<file path="src/rtl/flt_repair_pkg.sv">
// Shared types and index helpers for the fault-map collector and spare allocator.
package flt_repair_pkg;

    typedef enum logic [1:0] {
        IDLE    = 2'd0,
        COLLECT = 2'd1,
        ALLOC   = 2'd2,
        DONE    = 2'd3
    } state_t;

    // Width of an index over n items, never narrower than one bit.
    function automatic int idx_width(input int n);
        return (n <= 2) ? 1 : $clog2(n);
    endfunction

    function automatic int pe_idx(input int row, input int col, input int cols);
        return row * cols + col;
    endfunction

endpackage

</file>
<file path="src/rtl/spare_alloc_unit.sv">
// Walks the fault map one PE per cycle and hands out spares in ascending order.
module spare_alloc_unit
    import flt_repair_pkg::*;
#(
    parameter int NUM_PE     = 4,
    parameter int NUM_SPARES = 1,
    parameter int PE_IDX_W   = 2
) (
    input  logic                           clk,
    input  logic                           rst,
    input  logic                           clear,
    input  logic                           scan_en,
    input  logic                           map_bit,
    output logic [PE_IDX_W-1:0]            ptr,
    output logic                           scan_done,
    output logic [NUM_SPARES-1:0]          spare_en,
    output logic [NUM_SPARES*PE_IDX_W-1:0] spare_pe
);

    localparam int CNT_W = idx_width(NUM_SPARES + 1);
    localparam logic [PE_IDX_W-1:0] LAST_PE = PE_IDX_W'(NUM_PE - 1);

    logic [CNT_W-1:0] next_free;

    assign scan_done = scan_en && (ptr == LAST_PE);

    always_ff @(posedge clk) begin
        if (rst || clear) begin
            ptr       <= '0;
            next_free <= '0;
            spare_en  <= '0;
            spare_pe  <= '0;
        end else if (scan_en) begin
            ptr <= scan_done ? '0 : ptr + 1'b1;
            // Faulty PEs found after the spares run out are left unassigned.
            if (map_bit && (int'(next_free) < NUM_SPARES)) begin
                for (int k = 0; k < NUM_SPARES; k++) begin
                    if (int'(next_free) == k) begin
                        spare_en[k]                        <= 1'b1;
                        spare_pe[k*PE_IDX_W +: PE_IDX_W]   <= ptr;
                    end
                end
                next_free <= next_free + 1'b1;
            end
        end
    end

endmodule

</file>
<file path="src/rtl/flt_repair_alloc.sv">
// Builds a per-PE fault map from BIST verdicts, then allocates spares in row-major order.
// Define FLT_MAP_RETAIN_EN to keep the fault map and count across start pulses.
module flt_repair_alloc
    import flt_repair_pkg::*;
#(
    parameter int ROWS       = 2,
    parameter int COLS       = 2,
    parameter int NUM_SPARES = 1,
    parameter int PE_IDX_W   = idx_width(ROWS * COLS)
) (
    input  logic                           clk,
    input  logic                           rst,
    input  logic                           start,
    input  logic                           res_valid,
    output logic                           res_ready,
    input  logic [idx_width(ROWS)-1:0]     res_row,
    input  logic [idx_width(COLS)-1:0]     res_col,
    input  logic                           res_fail,
    input  logic                           test_done,
    output logic [ROWS*COLS-1:0]           fault_map,
    output logic [PE_IDX_W:0]              fault_count,
    output logic [NUM_SPARES-1:0]          spare_en,
    output logic [NUM_SPARES*PE_IDX_W-1:0] spare_pe,
    output logic                           repair_done,
    output logic                           repair_ok,
    output logic                           idx_err,
    output state_t                         state
);

    localparam int NUM_PE = ROWS * COLS;

    logic [PE_IDX_W-1:0] flat_idx;
    logic [PE_IDX_W-1:0] scan_ptr;
    logic                in_range;
    logic                scan_done;

    assign in_range  = (int'(res_row) < ROWS) && (int'(res_col) < COLS);
    assign flat_idx  = PE_IDX_W'(pe_idx(int'(res_row), int'(res_col), COLS));
    assign res_ready = (state == COLLECT);

    // A verdict is accepted only in COLLECT, where res_valid && res_ready holds.
    always_ff @(posedge clk) begin
        if (rst) begin
            state       <= IDLE;
            fault_map   <= '0;
            fault_count <= '0;
            repair_done <= 1'b0;
            repair_ok   <= 1'b0;
            idx_err     <= 1'b0;
        end else if (start) begin
            state       <= COLLECT;
            repair_done <= 1'b0;
            repair_ok   <= 1'b0;
            idx_err     <= 1'b0;
`ifdef FLT_MAP_RETAIN_EN
            // Faults accumulate over successive passes.
`else
            fault_map   <= '0;
            fault_count <= '0;
`endif
        end else begin
            case (state)
                COLLECT: begin
                    if (res_valid) begin
                        if (!in_range) begin
                            idx_err <= 1'b1;
                        end else if (res_fail && !fault_map[flat_idx]) begin
                            fault_map[flat_idx] <= 1'b1;
                            if (int'(fault_count) < NUM_PE) begin
                                fault_count <= fault_count + 1'b1;
                            end
                        end
                    end
                    if (test_done) begin
                        state <= ALLOC;
                    end
                end
                ALLOC: begin
                    if (scan_done) begin
                        state       <= DONE;
                        repair_done <= 1'b1;
                        repair_ok   <= (int'(fault_count) <= NUM_SPARES);
                    end
                end
                default: begin
                end
            endcase
        end
    end

    spare_alloc_unit #(
        .NUM_PE     (NUM_PE),
        .NUM_SPARES (NUM_SPARES),
        .PE_IDX_W   (PE_IDX_W)
    ) u_alloc (
        .clk       (clk),
        .rst       (rst),
        .clear     (start),
        .scan_en   (state == ALLOC),
        .map_bit   (fault_map[scan_ptr]),
        .ptr       (scan_ptr),
        .scan_done (scan_done),
        .spare_en  (spare_en),
        .spare_pe  (spare_pe)
    );

endmodule

</file>
<file path="config.mk">
export PLATFORM = sky130hd
export DESIGN_NAME = flt_repair_alloc
export DESIGN_NICKNAME = d
export VERILOG_FILES = /design/src/rtl/flt_repair_pkg.sv /design/src/rtl/spare_alloc_unit.sv /design/src/rtl/flt_repair_alloc.sv
export SDC_FILE = /design/constraint.sdc
export NUM_CORES = 1
export LEC_CHECK = 0
export BUFFER_PORTS_ARGS = -buffer_cell sky130_fd_sc_hd__buf_2
export CORE_MARGIN = 8
export CORE_UTILIZATION = 49
export CTS_CLUSTER_SIZE = 10
export DETAILED_ROUTE_END_ITERATION = 10
export HOLD_SLACK_MARGIN = 0.1
export PLACE_DENSITY = 0.76
export RECOVER_POWER = 100
export SETUP_SLACK_MARGIN = 0.02
export SLEW_MARGIN = 30
export SYNTH_ARGS = -nofsm -noshare
export SYNTH_HDL_FRONTEND = slang
export SYNTH_SLANG_ARGS = --single-unit
</file>
<file path="constraint.sdc">
create_clock -name clk -period 1.9 [get_ports clk]
set_input_delay 0.285 -clock clk [delete_from_list [all_inputs] [get_ports clk]]
set_output_delay 0.285 -clock clk [all_outputs]
set_load 0.02 [all_outputs]
</file>
==> metrics.md <==
| Metric | Value |
|---|---|
| Total GRT Usage | `0.112` |
| Yosys cell types | `28` |
| CTS tree | `built` |
| Worst EP required | `2.08 ns` |
| Finished Layout Cells | `136` |
| RR Startpoint | `state[1]` |
| RSZ-0062 raised after global routing | `no` |
| P per Cell Area | `657 nW/µm²` |
| DRC | `0` |
| R2R Path End | `u_alloc.spare_pe[1]` |
| Initial antenna violation count | `0` |
| Clock network power share | `0.313` |
| DR vias/cell | `5.43` |
| Switch Pwr | `0.154 mW` |
| Main combinational cell family by area after synthesis | `simple AND/OR/NAND/NOR gates` |
| Clk pin slew, worst setup/hold paths | `0.10 ns` |
| Clk_lat worst skew | `0.30 ns` |
| CP Capture Type | `flip-flop` |
| Reg2reg path depth | `5` |
| Final setup violation count | `0` |
| DRT Wirelength | `1770 µm` |
| Syn Nets | `108` |
| Post-route ant nets | `0` |
| Combinational group share of total power | `0.098` |
| Crit path max fanout | `4` |
| Die height | `57.4 µm` |
| Area share of xor/xnor cells in the synthesized design | `0` |
| Number of H-tree levels | `1` |
| Warnings from Yosys | `0` |
| Pwr Total | `0.619 mW` |
| # IOs | `24` |
| Cts hold-fix bufs | `0` |
| Initial Util | `0.502` |
| Clock sinks | `17` |
| Die footprint | `3290 µm²` |
| Vias in the first global route | `688` |
| Max-cap violations | `0` |
| Hold Path End | `state[0]` |
| Pin count of the biggest net entering global routing | `14` |
| # diodes | `0` |
| Mapped Cells | `95` |
| Row count | `15` |
| #FFs+latches synth | `17` |
| Worst hold stages | `2` |
| CP Cell Sequence | `ha_1, or3b_1, o22ai_1, mux2i_1, nor2_1` |
| HPWL Detailed | `1390 µm` |
| Max incr delay on CP | `0.40 ns` |
| Avg Inst Size Synth | `8.82 µm²` |
| Type of the worst min-delay path | `in2reg` |
| Dominant synthesized flop cell | `dfxtp_1` |
| Clock Root Buffer | `clkbuf_4` |
| Number of flops mapped to enable cells by yosys | `0` |
| Final Hold Vio Count | `0` |
| Fin util | `0.564` |
| GRT Residual Overflow | `0` |
| Die W | `57.4 µm` |
| Synth Area in Adders | `0.0746` |
| CP startpoint kind | `flip-flop` |
| Port Buf Inserts | `22` |
| CTS-repair resized insts | `0` |
| Initial drt markers | `12` |
| Inst Count DP | `132` |
| Compound-Gate Fraction of Synth Area | `0.170` |
| Post-CTS Setup Inserts | `0` |
| Status | `complete, no violations` |
| Final Critical Period | `1.55 ns` |
| Crit Path Class | `reg2reg` |
| Leak | `0.359 nW` |
| CTS buffer count | `3` |
| Int Power | `0.465 mW` |
| Final TNS setup | `0 ns` |
| Critical Path Slowest Stage Cell | `dfxtp_1` |
| Simple-gate share of the synthesized area | `0.210` |
| Worst vdd ir | `0.000343 V` |
| Nets | `133` |
| Layout area overhead | `12.4%` |
| Share of post-route cells with drive strength above 1 | `0.126` |
| Sw frac | `0.248` |
| Post-synthesis sequential area ratio | `0.406` |
| Vias | `739` |
| Avg WL per Cell | `13.0 µm` |
| FFs w/ async S/R, synth | `0` |
| Clk buf depth | `2` |
| HP Start | `start` |
| Core footprint | `1670 µm²` |
| Pins over their slew limit | `0` |
| Post-Syn Area | `838 µm²` |
| Crit path DAT | `1.73 ns` |
| Worst Skew | `0.0108 ns` |
| Seq pwr share | `0.589` |
| Pre-Repair DR Iteration Count | `4` |
| FMAX | `647 MHz` |
| Mux contribution to synthesized area | `0.0896` |
| Placer congestion estimate | `0.782` |
| Fin crit share | `0.814` |
| Worst R2R Setup Slack | `0.35 ns` |
| First-pass GRT wire length | `2910 µm` |
[power by group through the flow]
stage          clock, mW  sequential, mW  combinational, mW
2_1_floorplan          0           0.376             0.0399
3_3_place_gp           0           0.372             0.0626
3_5_place_dp           0           0.373             0.0645
4_1_cts            0.200           0.365             0.0647
5_1_grt            0.215           0.365             0.0672
6_report           0.194           0.365             0.0606
[synthesized netlist by cell type, drive strengths merged (3+ instances only)]
cell | instances | area (µm²)
nand2 | 7 | 26.3
a31oi | 3 | 18.8
mux2i | 6 | 60.1
ha | 5 | 62.6
a21oi | 10 | 50.1
nor2 | 18 | 67.6
inv | 5 | 18.8
dfxtp | 17 | 340
[cells by family (layout without fill, tap and decap cells)]
kind of cell	after synthesis	count (layout)
other cells	1	1
mux	7	7
simple gates	37	37
buf+inv	8	32
fa+ha+maj	5	5
compound gates	20	20
flops	17	17
[state kept, by name, indices dropped and copies added (netlist names)]
signal / cells
u_alloc.ptr: 2
fault_map: 4
u_alloc.spare_pe: 2
state: 2
u_alloc.spare_en: 1
fault_count: 3
repair_done: 1
repair_ok: 1
u_alloc.next_free: 1
[how the worst max path moves through the flow]
stage / from / depth (start not counted) / slack [ns] / endpoint
after floorplan: state[1] / 6 / 0.26 / u_alloc.spare_pe[1]
after global placement: state[0] / 6 / 0.46 / u_alloc.spare_pe[1]
after detailed placement: state[0] / 6 / 0.43 / u_alloc.spare_pe[1]
after CTS: state[0] / 6 / 0.40 / u_alloc.spare_pe[1]
after global routing: state[0] / 6 / 0.23 / u_alloc.spare_pe[1]
final: state[1] / 5 / 0.35 / u_alloc.spare_pe[1]
[cell type report]
cell class	instances	area, µm²
Clock buffer	4	26.3
Fill cell	157	728
Inverter	5	18.8
Multi-Input combinational cell	70	437
Sequential cell	17	340
Tap cell	17	21.3
Timing Repair Buffer	23	98.8
[critical path: cells and delay by family (launching register included)]
| kind | cells | cell delay [ns] |
|---|---|---|
| AO/OA/AOI/OAI | 1 | 0.21 |
| adder cells (fa/ha/maj) | 1 | 0.19 |
| flip-flops | 1 | 0.40 |
| multiplexers | 1 | 0.21 |
| AND/OR/NAND/NOR | 2 | 0.42 |
[through the flow]
stage	setup slack (ns)	cell area (µm²)	hold WS, ns
after floorplan	0.261	838	0.427
after global placement	0.464	958	0.446
after detailed placement	0.428	958	0.459
after CTS	0.403	985	0.250
after global routing	0.229	942	0.263
final	0.353	942	0.258
[routing by layer]
metal | global-route usage | wire length (µm)
met2 | 0.196 | 888
met3 | 0.0404 | 86
met4 | 0.0679 | 25
met5 | 0 | 0
met1 | 0.111 | 764
[layout by cell type, fill, tap and decap left out, types with 2 or more instances in the layout]
cell	count
a21oi_1	10
a31oi_1	3
buf_2	7
clkbuf_1	16
clkbuf_4	3
dfxtp_1	17
ha_1	5
inv_1	5
mux2i_1	6
nand2_1	7
nand2b_1	2
nor2_1	18
o21a_1	2
o21ai_0	2
or3_1	2
Power figures use the tool's default switching activity.
